File: src/rtl/bp_stall_histogram_reader.sv
// Stall-reason histogram: per-reason, instret and cycle counters read back via valid/ready + valid/yumi.
// Define BP_STALL_HIST_SATURATE_EN to make counters saturate instead of wrapping.
module bp_stall_histogram_reader #(
  parameter int num_reasons_p = 32,
  parameter int cnt_width_p   = 32,
  localparam int lg_reasons_lp = (num_reasons_p == 1) ? 1 : $clog2(num_reasons_p),
  localparam int addr_width_lp = ((num_reasons_p + 2) == 1) ? 1 : $clog2(num_reasons_p + 2)
) (
  input  logic                     clk_i,
  input  logic                     reset_n_i,
  input  logic                     en_i,
  input  logic                     sample_v_i,
  input  logic                     instret_i,
  input  logic [lg_reasons_lp-1:0] reason_i,
  input  logic                     clear_i,
  output logic                     busy_o,
  input  logic                     rd_v_i,
  input  logic [addr_width_lp-1:0] rd_addr_i,
  output logic                     rd_ready_o,
  output logic                     rd_v_o,
  output logic [cnt_width_p-1:0]   rd_data_o,
  input  logic                     rd_yumi_i
);

  localparam int num_cnt_lp = num_reasons_p + 2;

  typedef enum logic [1:0] {IDLE, RESP, CLEAR} state_e;

  state_e                   state_r, state_n;
  logic [cnt_width_p-1:0]   cnt_r [num_cnt_lp];
  logic [addr_width_lp-1:0] clr_idx_r;
  logic [cnt_width_p-1:0]   rd_data_r;
  logic [cnt_width_p-1:0]   rd_sel;
  logic                     count_en, rd_accept, clear_accept, clear_last;

  function automatic logic [cnt_width_p-1:0] bump(input logic [cnt_width_p-1:0] v);
`ifdef BP_STALL_HIST_SATURATE_EN
    return (&v) ? v : v + cnt_width_p'(1);
`else
    return v + cnt_width_p'(1);
`endif
  endfunction

  assign count_en     = (state_r != CLEAR) & en_i & sample_v_i;
  assign rd_ready_o   = (state_r == IDLE) & ~clear_i;
  assign rd_accept    = rd_v_i & rd_ready_o;
  assign clear_accept = (state_r == IDLE) & clear_i;
  assign clear_last   = (clr_idx_r == addr_width_lp'(num_cnt_lp - 1));
  assign busy_o       = (state_r == CLEAR);
  assign rd_v_o       = (state_r == RESP);
  assign rd_data_o    = rd_data_r;

  always_comb begin
    state_n = state_r;
    unique case (state_r)
      IDLE:    if (clear_i) state_n = CLEAR;
               else if (rd_v_i) state_n = RESP;
      RESP:    if (rd_yumi_i) state_n = IDLE;
      CLEAR:   if (clear_last) state_n = IDLE;
      default: state_n = IDLE;
    endcase
  end

  // Out-of-range addresses fall through and return zero.
  always_comb begin
    rd_sel = '0;
    for (int i = 0; i < num_cnt_lp; i++) begin
      if (rd_addr_i == addr_width_lp'(i)) rd_sel = cnt_r[i];
    end
  end

  always_ff @(posedge clk_i or negedge reset_n_i) begin
    if (!reset_n_i) begin
      state_r   <= IDLE;
      clr_idx_r <= '0;
      rd_data_r <= '0;
    end else begin
      state_r <= state_n;
      if (clear_accept) clr_idx_r <= '0;
      else if (state_r == CLEAR) clr_idx_r <= clr_idx_r + addr_width_lp'(1);
      if (rd_accept) rd_data_r <= rd_sel;
    end
  end

  for (genvar g = 0; g < num_cnt_lp; g++) begin : g_cnt
    logic hit;
    if (g < num_reasons_p) begin : g_stall
      assign hit = count_en & ~instret_i & (reason_i == lg_reasons_lp'(g));
    end else if (g == num_reasons_p) begin : g_instret
      assign hit = count_en & instret_i;
    end else begin : g_cycle
      assign hit = count_en;
    end

    always_ff @(posedge clk_i or negedge reset_n_i) begin
      if (!reset_n_i) cnt_r[g] <= '0;
      else if ((state_r == CLEAR) && (clr_idx_r == addr_width_lp'(g))) cnt_r[g] <= '0;
      else if (hit) cnt_r[g] <= bump(cnt_r[g]);
    end
  end

endmodule

File: config.mk
export PLATFORM = sky130hd
export DESIGN_NAME = bp_stall_histogram_reader
export DESIGN_NICKNAME = d
export VERILOG_FILES = /design/src/rtl/bp_stall_histogram_reader.sv
export SDC_FILE = /design/constraint.sdc
export NUM_CORES = 2
export LEC_CHECK = 0
export BUFFER_PORTS_ARGS = -buffer_cell sky130_fd_sc_hd__buf_4
export CAP_MARGIN = 5
export CORE_AREA = 2 2 381 383
export DETAILED_ROUTE_END_ITERATION = 8
export DIE_AREA = 0 0 383 385
export SYNTH_ARGS = -nofsm -noshare
export SYNTH_HDL_FRONTEND = slang
export SYNTH_SLANG_ARGS = --single-unit
File: constraint.sdc
create_clock -name clk_i -period 3.2 [get_ports clk_i]
set_input_delay 0.96 -clock clk_i [delete_from_list [all_inputs] [get_ports clk_i]]
set_output_delay 0.96 -clock clk_i [all_outputs]
set_load 0.005 [all_outputs]
==> impl_results.md <==
- Status: finished, violations left
- Failing checks: negative setup slack
- Vias per inst: 6.247
- Power per cell area: 479.8 mW/mm2
- Max frequency: 306.1 MHz
- Mapped Cells: 7366
- Clock Tree Buf Depth: 3
- Fin Clk Skew: 31.60 ps
- Register area share after synthesis: 43.95%
- Worst-skew pair later-pin latency: 790 ps
- Critical path startpoint category: input port
- Post-synth EDFFs: 0
- Postcts setup bufs: 0
- Layout cells sized above 1: 18.12%
- Pin count of the biggest net entering global routing: 118
- Leak pwr: 35.96 nW
- Clk root buf: clkbuf_16
- CP max stage cell: or4b_2
- Fill cell count: 13070
- Worst R2R Setup Slack: 140 ps
- Pre-CTS setup slack: -1221 ps
- Tot GR Track Use: 42.84%
- Drt drc: 0
- Ys Warns: 0
- Routed wire per std cell: 31.02 um
- Post-cts hold buffer count: 0
- Top FF cell, synth: dfrtp_1
- Final worst slack: -67.28 ps
- GPL Wtd Cong: 1.091
- Max incr delay on CP: 770 ps
- Die extent in x: 383 um
- Final Cycle Share: 102.1%
- Ys async rst share: 100.0%
- CTS tree: built
- Initial DRC Count: 7728
- Yosys cell types: 96
- Endpoints failing hold: 0
- RSZ-0062 raised after global routing: no
- Die height: 385 um
- Vias in the first global route: 60820
- Grt ovf: 0
- Via count: 64320
- WP buf/inv: 5
- Worst reg2reg path depth: 10
- Min Hold Slack: 192.8 ps
- Critical Path Fanout Max: 8
- Total core area: 0.1431 mm2
- Starting density of the core: 44.88%
- ANT nets after route: 0
- Site Rows: 139
- 1st-pass router iterations: 9
- Net Count, Synth: 7423
- Period minus WS final: 3267 ps
- RR Endpoint: cnt_r[754]$_DFFE_PN0P_
- Initial antenna violation count: 12
- Critical Path AT: 3970 ps
- Post-cts repair resize count: 9
- Critical path class: input port to register
- Reg-to-Reg Start: state_r[0]$_DFFE_PN0P_
- Worst min path class: input port to asynchronous set/reset pin
- Max cap viols: 0
- Critical Path RT: 3900 ps
- Slew Limit Fails: 0
- First-pass GRT wire length: 451300 um
- Synth Area per Inst: 8.720 um2
- Slew @ Worst Pin: 1164 ps
- Die Area: 0.1475 mm2
- Final setup violation count: 2
- H-tree levels: 4
- Crit end category: register
- Worst vdd ir: 508.6 uV
- Cell family with most CP delay: simple AND/OR/NAND/NOR gates
- PortBufs: 53
- Area growth, synth to finish: 24.17%
- Post-Route WL: 319500 um
- Nets: 8341
- CP most frequent cell: buf_4
- DPL Wire Length: 256600 um
- Clock sink count: 1128
- Tightest slew margin relative to the limit: 21.59%
- CTS Buf Count: 137
- I/O Pins: 54
- WP depth: 11
- Clk pin slew, worst setup/hold paths: 60 ps
- Crit-path cells: buf_4 > or4b_2 > buf_4 > nor2_1 > buf_4 > buf_4 > a222oi_1 > o211a_1 > nor4_1 > buf_4 > o21a_1
- Seq cells post-synth: 1128
- Post-synthesis cell area: 0.06423 mm2
-- cell families after synthesis --
| kind of cell | after synthesis | share of synthesized area (%) |
|---|---|---|
| and+or+nand+nor | 3488 | 26.75 |
| AOI/OAI and AO/OA | 1299 | 12.64 |
| DFF | 1128 | 43.95 |
| xor gates and xnor gates | 814 | 11.10 |
| buffers and inverters | 488 | 2.928 |
| muxes | 111 | 1.897 |
| adders and majority gates | 38 | 0.7402 |
-- layer usage --
layer,vias to the layer above,wire [um],GRT usage (%)
li1,28100,-,-
met1,31990,122700,53.35
met2,3304,141900,66.62
met3,911,26790,8.516
met4,10,28080,30.73
met5,-,66,0
-- cells in the mapped netlist (12+ instances only) --
cell / count / area share, %
a2111oi_0: 22 / 0.30
a211oi_1: 31 / 0.36
a21o_1: 12 / 0.14
a21oi_1: 353 / 2.8
a221oi_1: 45 / 0.61
a222oi_1: 14 / 0.22
a22o_1: 23 / 0.31
a22oi_1: 93 / 1.1
a31oi_1: 32 / 0.31
and2_1: 67 / 0.65
and3_1: 212 / 2.1
and4_1: 86 / 1.2
buf_1: 26 / 0.15
buf_2: 16 / 0.12
clkbuf_1: 323 / 1.9
dfrtp_1: 1128 / 44
ha_1: 38 / 0.74
inv_1: 117 / 0.68
mux2_2: 36 / 0.63
mux2i_1: 70 / 1.1
nand2_1: 636 / 3.7
nand2b_1: 25 / 0.24
nand3_1: 439 / 3.4
nand4_1: 277 / 2.7
nor2_1: 1184 / 6.9
nor2b_1: 19 / 0.19
nor3_1: 145 / 1.1
nor3_2: 13 / 0.20
nor4_1: 56 / 0.55
nor4b_1: 13 / 0.18
o2111ai_1: 14 / 0.19
o211ai_1: 26 / 0.30
o21ai_0: 365 / 2.8
o221ai_1: 22 / 0.30
o22ai_1: 124 / 1.2
o31ai_1: 15 / 0.18
or2_2: 18 / 0.18
or3_1: 196 / 1.9
or4_1: 32 / 0.37
xnor2_1: 254 / 3.5
xor2_1: 560 / 7.6
-- worst max-delay path by stage --
| stage | start | end | slack [ps] |
|---|---|---|---|
| floorplan | rd_addr_i[0] | rd_data_o[2]$_DFFE_PN0P_ | 0.6 |
| global placement | rd_addr_i[5] | rd_data_o[20]$_DFFE_PN0P_ | -1190 |
| detailed placement | rd_addr_i[0] | rd_data_o[30]$_DFFE_PN0P_ | -1220 |
| CTS | rd_addr_i[3] | rd_data_o[1]$_DFFE_PN0P_ | 2 |
| global route | rd_addr_i[3] | rd_data_o[3]$_DFFE_PN0P_ | 20 |
| finish | rd_addr_i[3] | rd_data_o[3]$_DFFE_PN0P_ | -70 |
-- metrics by stage --
| stage | utilization (%) | instances | area (um2) | setup TNS (ps) | total power [mW] |
|---|---|---|---|---|---|
| CTS | 55.68 | 10290 | 79700 | 0 | 38.13 |
| global placement | 52.51 | 10050 | 75160 | -28700 | 22.33 |
| floorplan | - | 7366 | 64250 | 0 | 18.20 |
| global route | 55.71 | 10290 | 79740 | 0 | 39.23 |
| detailed placement | 52.51 | 10050 | 75160 | -30750 | 22.37 |
| finish | 55.72 | 10300 | 79760 | -69.91 | 38.27 |
-- report_power, final --
part | internal, mW | leakage, nW | switching (mW) | total, mW
Clock | 9.21 | 2.21 | 6.65 | 15.9
Combinational | 2.09 | 18.2 | 4.04 | 6.13
Sequential | 14.9 | 15.6 | 1.35 | 16.3
-- registers in the layout (all words and copies together), names as in the netlist --
signal     flops
cnt_r       1088
rd_data_o     32
clr_idx_r      6
state_r        2
-- layout make-up --
cell class	instances	area, um2	share of cell area (%)
clock buffers	195	3909	4.901
repair buffers	1148	9796	12.28
inverters	119	449.2	0.5632
flip-flops and latches	1128	28230	35.39
clock inverters	48	595.6	0.7467
well taps	1903	2381	2.985
diodes	6	15.01	0.01882
multi-input cells	5750	34390	43.11
-- cell usage in the layout, fill, tap and decap left out, types with 21 or more instances in the layout --
cell type,synthesis,final
o221ai_1,22,22
a211oi_1,31,30
nor2_1,1184,1172
or4_1,32,32
nand4_1,277,277
mux2i_1,70,69
a22oi_1,93,93
dfrtp_1,1128,1127
xor2_1,560,560
and3_1,212,212
nor3_1,145,139
a31oi_1,32,31
clkbuf_8,0,23
nand3_1,439,439
a21oi_1,353,351
xnor2_1,254,254
or3_1,196,196
ha_1,38,38
and4_1,86,86
and2_1,67,67
buf_12,0,93
o22ai_1,124,124
nand2_1,636,636
a22o_1,23,23
inv_1,117,116
clkinv_2,0,25
buf_4,1,1053
clkbuf_1,323,34
clkbuf_16,0,139
nor4_1,56,49
a221oi_1,45,44
o21ai_0,365,362
o211ai_1,26,26
mux2_2,36,36
a2111oi_0,22,21
nand2b_1,25,24
Note: power is estimated with default switching activity, not from simulation.
